$ cat config.mk
export PLATFORM = sky130hd
export DESIGN_NAME = spi_master_arbiter
export DESIGN_NICKNAME = d
export VERILOG_FILES = /design/src/rtl/spi_master_arbiter.sv
export SDC_FILE = /design/constraint.sdc
export NUM_CORES = 1
export LEC_CHECK = 0
export ABC_AREA = 1
export BUFFER_PORTS_ARGS = -buffer_cell sky130_fd_sc_hd__clkbuf_2
export CORE_ASPECT_RATIO = 0.9
export CORE_MARGIN = 1
export CORE_UTILIZATION = 57
export DETAILED_ROUTE_END_ITERATION = 8
export PLACE_DENSITY = 0.85
export SKIP_LAST_GASP = 1
export SYNTH_ARGS = -nofsm -noshare
export SYNTH_HDL_FRONTEND = slang
export SYNTH_SLANG_ARGS = --single-unit
$ cat constraint.sdc
create_clock -name clk -period 3.3 [get_ports clk]
set_clock_uncertainty 0.05 [all_clocks]
set_input_delay 0.66 -clock clk [delete_from_list [all_inputs] [get_ports clk]]
set_output_delay 0.66 -clock clk [all_outputs]
set_load 0.03 [all_outputs]
$ cat src/rtl/spi_master_arbiter.sv
// Round-robin arbiter that shares one SPI master among several requesters.
// Latches the winner's word, starts the master, and returns its reply or a timeout error.
module spi_master_arbiter #(
   parameter int NUM_REQ   = 4,
   parameter int bits_size = 8,
   parameter int TIMEOUT   = 1023
) (
   input  logic                         clk,
   input  logic                         reset,
   input  logic [NUM_REQ-1:0]           req,
   input  logic [NUM_REQ*bits_size-1:0] req_data,
   output logic [NUM_REQ-1:0]           gnt,
   output logic [NUM_REQ-1:0]           rsp_valid,
   output logic [bits_size-1:0]         rsp_data,
   output logic                         rsp_err,
   output logic                         busy,
   output logic [bits_size-1:0]         spi_data_in,
   output logic                         spi_tx_start,
   input  logic [bits_size-1:0]         spi_data_out,
   input  logic                         spi_rx_done
);

   localparam int              IW      = $clog2(NUM_REQ);
   localparam logic [IW:0]     NREQ    = (IW+1)'(NUM_REQ);
   localparam logic [IW-1:0]   LAST    = IW'(NUM_REQ-1);
   localparam logic [15:0]     TO_LAST = 16'(TIMEOUT-1);

   typedef enum logic [2:0] {
      S_IDLE,
      S_GRANT,
      S_START,
      S_WAIT,
      S_DONE
   } state_t;

   state_t               state;
   logic [IW-1:0]        ptr;
   logic [IW-1:0]        win_q;
   logic [IW-1:0]        win_c;
   logic                 found_c;
   logic [IW:0]          scan_idx;
   logic [bits_size-1:0] slice_c;
   logic [15:0]          cnt;

   // First requesting index at or above the pointer, wrapping to zero.
   always_comb begin
      win_c    = '0;
      found_c  = 1'b0;
      scan_idx = '0;
      for (int k = 0; k < NUM_REQ; k++) begin
         scan_idx = {1'b0, ptr} + (IW+1)'(k);
         if (scan_idx >= NREQ)
            scan_idx = scan_idx - NREQ;
         if (!found_c && req[scan_idx[IW-1:0]]) begin
            found_c = 1'b1;
            win_c   = scan_idx[IW-1:0];
         end
      end
   end

   // Transmit word of the registered winner.
   always_comb begin
      slice_c = '0;
      for (int k = 0; k < NUM_REQ; k++)
         if (win_q == IW'(k))
            slice_c = req_data[k*bits_size +: bits_size];
   end

   // Sequencer: grant, start the master, wait for done or timeout, respond.
   always_ff @(posedge clk) begin
      if (reset) begin
         state        <= S_IDLE;
         ptr          <= '0;
         win_q        <= '0;
         cnt          <= '0;
         gnt          <= '0;
         rsp_valid    <= '0;
         rsp_data     <= '0;
         rsp_err      <= 1'b0;
         busy         <= 1'b0;
         spi_data_in  <= '0;
         spi_tx_start <= 1'b0;
      end else begin
         unique case (state)
            S_IDLE: begin
               if (found_c) begin
                  win_q <= win_c;
                  gnt   <= NUM_REQ'(1) << win_c;
                  busy  <= 1'b1;
                  state <= S_GRANT;
               end
            end
            S_GRANT: begin
               spi_data_in  <= slice_c;
               spi_tx_start <= 1'b1;
               state        <= S_START;
            end
            S_START: begin
               spi_tx_start <= 1'b0;
               cnt          <= '0;
               state        <= S_WAIT;
            end
            S_WAIT: begin
               if (spi_rx_done) begin
                  rsp_data  <= spi_data_out;
                  rsp_err   <= 1'b0;
                  rsp_valid <= gnt;
                  state     <= S_DONE;
               end else if (cnt == TO_LAST) begin
                  rsp_data  <= '0;
                  rsp_err   <= 1'b1;
                  rsp_valid <= gnt;
                  state     <= S_DONE;
               end else begin
                  cnt <= cnt + 16'd1;
               end
            end
            S_DONE: begin
               rsp_valid <= '0;
               gnt       <= '0;
               busy      <= 1'b0;
               ptr       <= (win_q == LAST) ? '0 : win_q + 1'b1;
               state     <= S_IDLE;
            end
            default: state <= S_IDLE;
         endcase
      end
   end

endmodule

==> results of run 1 <==
==> routing by layer <==
layer | global-route usage [%] | vias to the layer above
li1 | - | 1483
met3 | 4.342 | 10
met2 | 49.21 | 97
met1 | 34.46 | 1309
met5 | 0 | -
met4 | 9.856 | 0
==> worst min-delay path by stage <==
| stage | startpoint | endpoint |
|---|---|---|
| 2_1_floorplan | cnt[2] | cnt[2] |
| 3_3_place_gp | spi_tx_start | spi_tx_start |
| 3_5_place_dp | rsp_data[1] | rsp_data[1] |
| 4_1_cts | rsp_data[1] | rsp_data[1] |
| 5_1_grt | rsp_err | rsp_err |
| 6_report | rsp_data[5] | rsp_data[5] |
==> Yosys cell counts <==
library cell	number	area (sq um)
nand2_1	110	412.9
dfxtp_1	50	1001
a21oi_1	43	215.2
nor2_1	35	131.4
inv_1	33	123.9
nand3_1	27	135.1
o21ai_0	21	105.1
nand2_2	10	62.56
clkbuf_1	9	33.78
a21oi_2	8	70.07
a22oi_1	8	60.06
xor2_1	8	70.07
nand4_1	7	43.79
ha_1	6	75.07
nor3_1	6	30.03
inv_2	4	15.01
nor3_2	3	30.03
o21ai_1	3	15.01
clkinv_1	2	7.510
inv_6	2	17.52
nand2_4	2	22.52
nand3_2	2	20.02
nor3_4	2	32.53
nor3b_1	2	15.01
a211oi_1	1	7.510
a21o_1	1	7.510
buf_12	1	20.02
buf_2	1	5.000
buf_4	1	7.510
buf_6	1	11.26
inv_4	1	6.260
nand4_2	1	12.51
nor2_4	1	11.26
o21a_1	1	7.510
==> state kept, by name, summed over array words and instances, names as in the netlist <==
signal,flops
busy,1
cnt,16
gnt,4
ptr,2
rsp_data,8
rsp_err,1
rsp_valid,4
spi_data_in,8
spi_tx_start,1
state,3
win_q,2
==> metrics by stage <==
stage          worst slack [ps]  area, sq um  total power [mW]  cells
5_1_grt                    1124         3302             1.448    543
3_3_place_gp               1231         3207             1.007    535
3_5_place_dp               1216         3207             1.017    535
6_report                   1316         3302             1.376    543
4_1_cts                    1329         3302             1.378    543
2_1_floorplan              1582         2841            0.9245    413
==> area by class of cell <==
type	count	share of cell area, %
multi-input cells	308	48.24
repair buffers	73	11.06
flip-flops and latches	50	30.31
well taps	62	2.349
clock inverters	2	0.3789
inverters	42	5.153
clock buffers	6	2.501
==> cell families after synthesis <==
group                    synth area share [%]
flip-flops                              35.23
AND/OR/NAND/NOR                         33.77
AO/OA/AOI/OAI                           17.17
adder cells (fa/ha/maj)                 2.642
XOR/XNOR                                2.466
buffers and inverters                   8.719
==> power by group <==
part           switching, mW  leakage, nW  internal (mW)
registers             0.0246        0.407          0.638
logic                  0.235         1.02          0.110
clock network          0.200       0.0472          0.169
==> worst register-to-register path, delay by kind of cell, from the launching register on <==
kind	cells	cell delay, ps
AOI/OAI and AO/OA	1	170
DFF	1	350
buffers and inverters	2	300
and+or+nand+nor	3	1030
==> key figures, run 1 <==
Run status
  – Run status: finished clean

Global route
  – Antenna violations before repair: 0
  – Vias in the first global route: 2747
  – GR Overflow Total: 0
  – Largest net degree at the start of global routing: 33
  – First-pass GRT wire length: 11670 um
  – Gr usage total: 27.57%

Route
  – Met3 WL: 379 um
  – Met1 Wirelength: 3222 um
  – Drt drc: 0
  – Vias: 2899
  – Met2 WL post-DR: 3162 um
  – Iteration-0 DRC Markers: 135
  – Highest routed metal layer: met4
  – Antenna Nets Post-Route: 0
  – Routed WL: 6844 um
  – Vias per inst: 5.339
  – TritonRoute pass-1 iters: 5
  – WL/cell: 12.60 um

Setup path
  – Critical path data arrival time: 2150 ps
  – RR Startpoint: state[0]
  – CP Launch Type: flip-flop
  – Cell Chain, Critical Path: inv_1 > nor3_4 > inv_2 > nor2_1 > nand2_1 > a21oi_1
  – Worst path required time: 3470 ps
  – Top delay family on crit path: simple AND/OR/NAND/NOR gates
  – CP max FO: 13
  – Max stage delay on crit path: 480 ps
  – Nature of the critical path endpoint: flip-flop
  – Crit path to: rsp_data[6]
  – CP bufs+invs: 2
  – Crit-path slowest cell: nor3_4
  – R2R Setup Slk: 1320 ps
  – Stages on worst setup path: 6
  – Worst setup path class: flip-flop to flip-flop
  – Worst r2r dst: rsp_data[6]
  – Worst Reg-to-Reg Cells: 6
  – Worst setup path start: state[0]

Clock network
  – CTS Buf Count: 5
  – CTS max path bufs: 2
  – Root Buffer: clkbuf_8
  – CTS tree: yes
  – Num Clock Sinks: 50
  – CTS resizes: 0
  – Hold_buf cts: 0
  – H-tree depth: 2
  – Clock-pin slew on the worst setup and hold paths: 90 ps
  – Setup bufs post-CTS: 0
  – Latest clock arrival within the worst-skew pair: 300 ps

Synth
  – Cell Area, Synth: 0.002841 sq mm
  – FF+latch count, synth: 50
  – Count of cell types in the netlist: 34
  – Mapped Cells: 413
  – Avg Cell Area, Syn: 6.880 sq um
  – Sequential share of the synthesized area: 35.23%
  – Syn_nets: 466
  – Synth warn: 0

Layout
  – FF/Latch Area: 0.001001 sq mm
  – Multi-input logic area: 0.001593 sq mm
  – Final #Nets: 533
  – Most frequent cells in the layout: 110 x nand2_1, 73 x clkbuf_2, 50 x dfxtp_1
  – Fillers: 412
  – Final design utilization: 71.71%
  – Ant diodes: 0
  – Area Overhead vs Synth: 16.20%
  – Share of cells above drive strength 1: 24.32%
  – Most common cell after layout, fill and taps aside: nand2_1

Floorplanning
  – Core Footprint: 0.004604 sq mm
  – Die Span Y: 68.98 um
  – Row cnt: 23
  – Top Ports: 74
  – Die W: 76.43 um
  – Initial Util: 61.71%
  – Die area: 0.005272 sq mm

Timing
  – Hold Slack: 417.0 ps
  – Final setup TNS: 0 ps
  – Final hold violations: 0
  – Max Freq: 504.0 MHz
  – RSZ-0062 raised after global routing: false
  – Slew Limit Headroom: 50.26%
  – Fin crit share: 60.12%
  – Max-slew violation count: 0
  – Tmin final: 1984 ps
  – Worst-Margin Slew: 746.2 ps
  – Endpoints failing setup: 0

Min path
  – Hold Path Class: flip-flop to flip-flop
  – Worst hold path depth: 2

Placement
  – DP Wirelength: 5117 um
  – Port buffer count: 73
  – GPL Wtd Cong: 0.9078

Power
  – Pwr Density: 416.8 mW/mm^2
  – Leak Pwr: 1.476 nW
  – Peak supply drop: 0.4031 mV

Job
  – Maxcap violations: 0
Note: power is estimated with default switching activity, not from simulation.
==> run 2: changes to the inputs <==
Settings changed: CORE_UTILIZATION 57 to 48, PLACE_DENSITY 0.85 to 0.76.
Clock period 3.3 ns to 1.8 ns, I/O delays scaled along.
==> run 2 against run 1 <==
  * Total power grew 87%
  * Routed wire length grew 0.80%
  * Sequential share of layout area shrank 1.2 points
  * First-iteration DRC count grew 13%
  * Combinational power grew 93%
  * Clock power grew 87%
  * Core utilization shrank 11 points
  * Critical path type unchanged
  * Highest routed layer unchanged
==> key figures, run 2 (synthesis gave the netlist of run 1 again) <==
Layout
  – Largest Register: cnt
  – Number of flip-flops in the largest register: 16
  – Biggest regs: cnt (16), rsp_data (8), spi_data_in (8)
  – Area Overhead vs Synth: 21.27%
  – Most common cell after layout, fill and taps aside: nand2_1
  – Most frequent cells in the layout: 110 x nand2_1, 73 x clkbuf_2, 48 x dfxtp_1
  – Final #Nets: 550
  – Final Cell Area: 0.003446 sq mm
  – Ant diodes: 0
  – Non-filler instance count after layout: 568
  – Share of cells above drive strength 1: 27.51%

Power
  – Pwr Density: 745.4 mW/mm^2
  – Leak Pwr: 1.563 nW
  – Peak supply drop: 0.4889 mV

Clock network
  – CTS tree: yes
  – CTS max path bufs: 2
  – Clock-pin slew on the worst setup and hold paths: 100 ps
  – Num Clock Sinks: 50
  – Root Buffer: clkbuf_8
  – H-tree depth: 2
  – Latest clock arrival within the worst-skew pair: 310 ps
  – CTS Buf Count: 5

Route
  – Iteration-0 DRC Markers: 152
  – Routed WL: 6899 um
  – TritonRoute pass-1 iters: 4
  – WL/cell: 12.15 um
  – Drt drc: 0
  – Vias per inst: 5.169
  – Antenna Nets Post-Route: 0
  – Vias: 2936

Setup path
  – Worst path required time: 1990 ps
  – Worst r2r dst: cnt[2]
  – RR Startpoint: cnt[0]
  – Worst setup path class: flip-flop to flip-flop
  – Nature of the critical path endpoint: flip-flop
  – CP Launch Type: flip-flop
  – Worst Reg-to-Reg Cells: 9
  – R2R Setup Slk: 130 ps
  – Critical path data arrival time: 1860 ps
  – CP max FO: 19

Global route
  – Vias in the first global route: 2580
  – First-pass GRT wire length: 11490 um
  – Antenna violations before repair: 0
  – Largest net degree at the start of global routing: 30
  – GR Overflow Total: 0
  – Gr usage total: 22.52%

Floorplanning
  – Die Span Y: 74.99 um
  – Row cnt: 26
  – Die area: 0.006232 sq mm
  – Initial Util: 49.91%
  – Die W: 83.10 um
  – Core Footprint: 0.005693 sq mm
  – Top Ports: 74

Timing
  – Slew Limit Headroom: 69.74%
  – Final hold violations: 0
  – Endpoints failing setup: 0
  – Max-slew violation count: 0
  – RSZ-0062 raised after global routing: false
  – Max Freq: 598.2 MHz
  – Final setup TNS: 0 ps
  – Worst-Margin Slew: 454.0 ps
  – Fin crit share: 92.87%
  – Hold Slack: 220.2 ps
  – Tmin final: 1672 ps

Placement
  – GPL Wtd Cong: 0.8888
  – Port buffer count: 73
  – DP Wirelength: 5257 um
  – Post-placement cell count: 560
  – Area post-placement: 0.003344 sq mm

Min path
  – Hold EP: ptr[0]
  – Min-delay src: reset
  – Hold Path Class: input port to flip-flop
  – Worst hold path depth: 2

Run status
  – Run status: finished clean

Job
  – Maxcap violations: 0
==> run 2: cell count changes in the layout (fill, tap and decap cells not counted) <==
| cell | delta |
|---|---|
| buf_4 | +17 |
| clkinv_2 | -1 |
| clkinv_4 | +1 |
| inv_8 | +1 |
| nor2_1 | -1 |
| dfxtp_1 | -2 |
| dfxtp_2 | +2 |
| clkbuf_8 | -1 |
| nor2_2 | +1 |
==> run 2: area by class of cell <==
type	instances	area, sq um
Fill cell	527	2247
Clock inverter	3	25.02
Multi-Input combinational cell	308	1595
Tap cell	70	87.58
Sequential cell	50	1003
Clock buffer	5	68.82
Timing Repair Buffer	90	493.0
Inverter	42	172.7
==> run 2: metal layers <==
layer	routed length [um]	track usage (%)	up-vias
met5	0	0	-
met4	53	6.513	0
met3	342	4.825	5
met2	3217	38.89	73
met1	3285	28.97	1328
li1	-	-	1530
==> run 2: how the worst max path moves through the flow <==
stage | slack (ps) | endpoint | startpoint
after floorplan | 200 | rsp_data[0] | cnt[0]
after global placement | 120 | win_q[1] | ptr[0]
after detailed placement | 80 | gnt[2] | ptr[0]
after CTS | 60 | gnt[2] | ptr[0]
after global routing | 7 | gnt[0] | ptr[0]
final | 130 | cnt[2] | cnt[0]
==> run 2: worst max-delay path: stages (launching register included) <==
cell     delay [ps]
dfxtp_1         320
inv_1            70
ha_1            140
nor3b_1         220
nand4_2         150
nand3_2         110
nand2_4         160
inv_8           150
nand2_1          60
a21oi_1         170
==> run 2: through the flow <==
stage / power, mW / utilization [%] / worst slack, ps
after global routing: 2.702 / 60.53 / 6.942
after floorplan: 1.695 / - / 202.9
after detailed placement: 1.899 / 58.75 / 78.09
after CTS: 2.578 / 60.40 / 57.36
after global placement: 1.884 / 58.75 / 115.8
final: 2.568 / 60.53 / 128.4
==> run 2: where the power goes <==
group | internal, mW | leakage, nW | total [mW] | switching (mW)
clock | 0.281 | 0.0447 | 0.689 | 0.408
sequential | 1.17 | 0.408 | 1.21 | 0.0418
combinational | 0.231 | 1.11 | 0.666 | 0.435
total | 1.68 | 1.56 | 2.57 | 0.885
==> run 2: repair_timing <==
action | 4_1_cts | 5_1_grt
hold buffers | 0 | 0
resized for setup | 0 | 4
setup buffers | 0 | 0
hold endpoints to repair | 0 | 0
endpoints found under the setup margin | 0 | 10
==> run 3: changes to the inputs <==
Settings changed: ABC_AREA 1 to default, PLACE_DENSITY 0.76 to 0.77, SETUP_SLACK_MARGIN from default to 0.15.
==> run 3 against run 2 <==
  * The run now ends with negative setup slack left
  * First-iteration DRC count fell by 9.2%
  * Total power is 7.5% lower
  * Synthesized area is 1.2% lower
  * Clock power shrank 2%
  * Routed wire length grew 3.5%
  * Highest routed layer unchanged
  * Die area is 1.2% lower
  * Non-clock buffer count up 15
  * Via count is 0.34% lower
  * Worst hold slack better by 67 ps
  * Critical path depth fell by 1
  * Global-route usage barely moved
  * Register-to-register slack got worse by 240 ps
==> key figures, run 3 <==
Timing
  – Slew Limit Headroom: 67.21%
  – RSZ-0062 raised after global routing: true
  – Tmin final: 1911 ps
  – Hold Slack: 287.4 ps
  – Max Freq: 523.2 MHz
  – Endpoints failing setup: 25
  – Fin crit share: 106.2%
  – Worst-Margin Slew: 487.4 ps
  – Final hold violations: 0
  – Max-slew violation count: 0
  – Worst Slack Setup Final: -111.2 ps

Synth
  – Syn_nets: 395
  – Mapped Cells: 342
  – Number of synthesized flops with an enable pin: 0
  – Synth warn: 0
  – XOR/XNOR Fraction of Synth Area: 0%
  – Compound-Gate Fraction of Synth Area: 26.74%
  – FF+latch count, synth: 50
  – Top_reg_cell synth: dfxtp_1
  – Main combinational cell family by area after synthesis: simple AND/OR/NAND/NOR gates
  – Mux cell area share after synthesis: 0%
  – Post-synth ARST share: 0%
  – Adder-Cell Fraction of Synth Area: 2.674%
  – Count of cell types in the netlist: 55
  – Most common cell in the netlist: dfxtp_1
  – Sequential share of the synthesized area: 35.65%
  – Avg Cell Area, Syn: 8.210 sq um
  – Synth top area cells: dfxtp_1 36%, a21oi_1 6.4%, nand2_1 3.2%
  – Synth top cells by count: 50 x dfxtp_1, 36 x a21oi_1, 24 x nand2_1
  – Post-Synth Simple-Gate Area: 27.41%
  – Largest area contributor in the netlist: dfxtp_1
  – Top-area cell type share of the netlist area: 35.65%
  – Cell Area, Synth: 0.002808 sq mm

Min path
  – Hold Path Class: input port to flip-flop
  – Min-delay src: reset

Clock network
  – Hold_buf cts: 0
  – CTS Buf Count: 5
  – H-tree depth: 2
  – CTS max path bufs: 2
  – Num Clock Sinks: 50
  – Latest clock arrival within the worst-skew pair: 310 ps
  – Clock-pin slew on the worst setup and hold paths: 100 ps
  – CTS tree: yes
  – Root Buffer: clkbuf_8

Job
  – Maxcap violations: 0

Route
  – Drt drc: 0
  – Routed WL: 7140 um
  – TritonRoute pass-1 iters: 4
  – Iteration-0 DRC Markers: 138
  – Antenna Nets Post-Route: 0
  – Vias: 2926
  – Vias per inst: 5.911
  – WL/cell: 14.42 um

Power
  – Switching pwr: 739.5 uW
  – Switching Share: 31.13%
  – Leak Pwr: 1.458 nW
  – Power Total: 2.376 mW
  – Comb pwr share: 21.4%
  – Clk pwr share: 28.6%
  – Peak supply drop: 0.6068 mV
  – Sequential group share of total power: 50.1%
  – Cell-internal power: 1.636 mW
  – Pwr Density: 664.8 mW/mm^2

Placement
  – Port buffer count: 73
  – DP Worst Slack: -105.7 ps
  – DP Wirelength: 5107 um
  – Area post-placement: 0.003311 sq mm
  – GPL Wtd Cong: 0.7997

Layout
  – Area Overhead vs Synth: 27.27%
  – Ant diodes: 0
  – Biggest regs: cnt (16), rsp_data (8), spi_data_in (8)
  – Most common cell after layout, fill and taps aside: clkbuf_2
  – Final Cell Area: 0.003573 sq mm
  – Number of flip-flops in the largest register: 16
  – Final #Nets: 477
  – Share of cells above drive strength 1: 35.53%
  – Most frequent cells in the layout: 73 x clkbuf_2, 43 x dfxtp_1, 31 x a21oi_1
  – Largest Register: cnt

Run status
  – Run status: finished, violations left
  – Failing checks: negative setup slack

Global route
  – Vias in the first global route: 2413
  – Gr usage total: 22.48%
  – Largest net degree at the start of global routing: 34
  – Antenna violations before repair: 0
  – GR Overflow Total: 0
  – First-pass GRT wire length: 10760 um

Floorplanning
  – Die W: 82.62 um
  – Core Footprint: 0.005660 sq mm
  – Initial Util: 49.60%
  – Top Ports: 74
  – Die area: 0.006160 sq mm
  – Die Span Y: 74.56 um
  – Row cnt: 26

Setup path
  – CP Launch Type: flip-flop
  – Worst setup path class: flip-flop to flip-flop
  – Worst setup path start: cnt[0]
  – CP max FO: 15
  – Nature of the critical path endpoint: flip-flop
  – Worst path required time: 2010 ps
  – Critical path data arrival time: 2120 ps
  – RR Startpoint: cnt[0]
-- run 3: cell types whose count changed after synthesis, moves of 10 or more --
cell and delta:
nor2_1 -16, nand2_1 -86, nand3b_1 +11, o21ai_0 -16, nand3_1 -18, inv_1 -19
nand2_2 -10, nor3_1 +11, clkbuf_1 +12
-- run 3: cell families after synthesis --
family,Yosys count
simple gates,132
buf+inv,44
fa+ha+maj,6
flops,50
compound gates,110
-- run 3: power groups by stage --
stage / logic, mW / clock network [mW] / registers [mW]
3_5_place_dp: 0.479 / 0 / 1.21
2_1_floorplan: 0.255 / 0 / 1.27
3_3_place_gp: 0.469 / 0 / 1.21
5_1_grt: 0.556 / 0.724 / 1.20
6_report: 0.508 / 0.678 / 1.19
4_1_cts: 0.489 / 0.685 / 1.19
-- run 3: what timing repair did --
| action | 4_1_cts | 5_1_grt |
|---|---|---|
| pin swaps | 2 | 1 |
| gates cloned | 0 | 0 |
| setup endpoints to repair | 39 | 42 |
| buffers inserted | 5 | 0 |
| resized for setup | 12 | 20 |
-- run 3: worst paths after layout --
kind	endpoint	slack, ps	depth (start not counted)
hold / removal	cnt[1]	290	2
hold reg to reg	busy	410	2
setup reg to reg	cnt[8]	-110	8
setup / recovery	cnt[8]	-110	8
-- run 3: routing by layer --
| layer | wire length (um) | track usage (%) | vias to the layer above |
|---|---|---|---|
| li1 | - | - | 1441 |
| met1 | 3246 | 29.78 | 1407 |
| met2 | 3530 | 38.20 | 67 |
| met4 | 62 | 4.406 | 0 |
| met3 | 301 | 4.417 | 11 |
| met5 | 0 | 0 | - |
-- run 3: through the flow --
step	TNS [ps]	std cells	util [%]
6_report	-1273	495	63.13
5_1_grt	-3060	495	63.13
4_1_cts	-1208	495	61.67
3_5_place_dp	-1066	482	58.49
3_3_place_gp	-228.6	482	58.49
2_1_floorplan	-314.1	342	-
-- run 3: worst max-delay path, stage by stage (launching register included) --
cell and delay (ps):
dfxtp_2 340, inv_1 40, ha_1 170, or4b_1 160
and4b_2 260, buf_8 160, buf_4 140, or4_1 490
nand2_1 60
-- run 3: cell type report --
class	instances	area, sq um
Timing Repair Buffer	105	629.4
Fill cell	482	2087
Clock buffer	5	68.82
Tap cell	70	87.58
Multi-Input combinational cell	248	1702
Sequential cell	50	1012
Inverter	14	52.55
Clock inverter	3	21.27
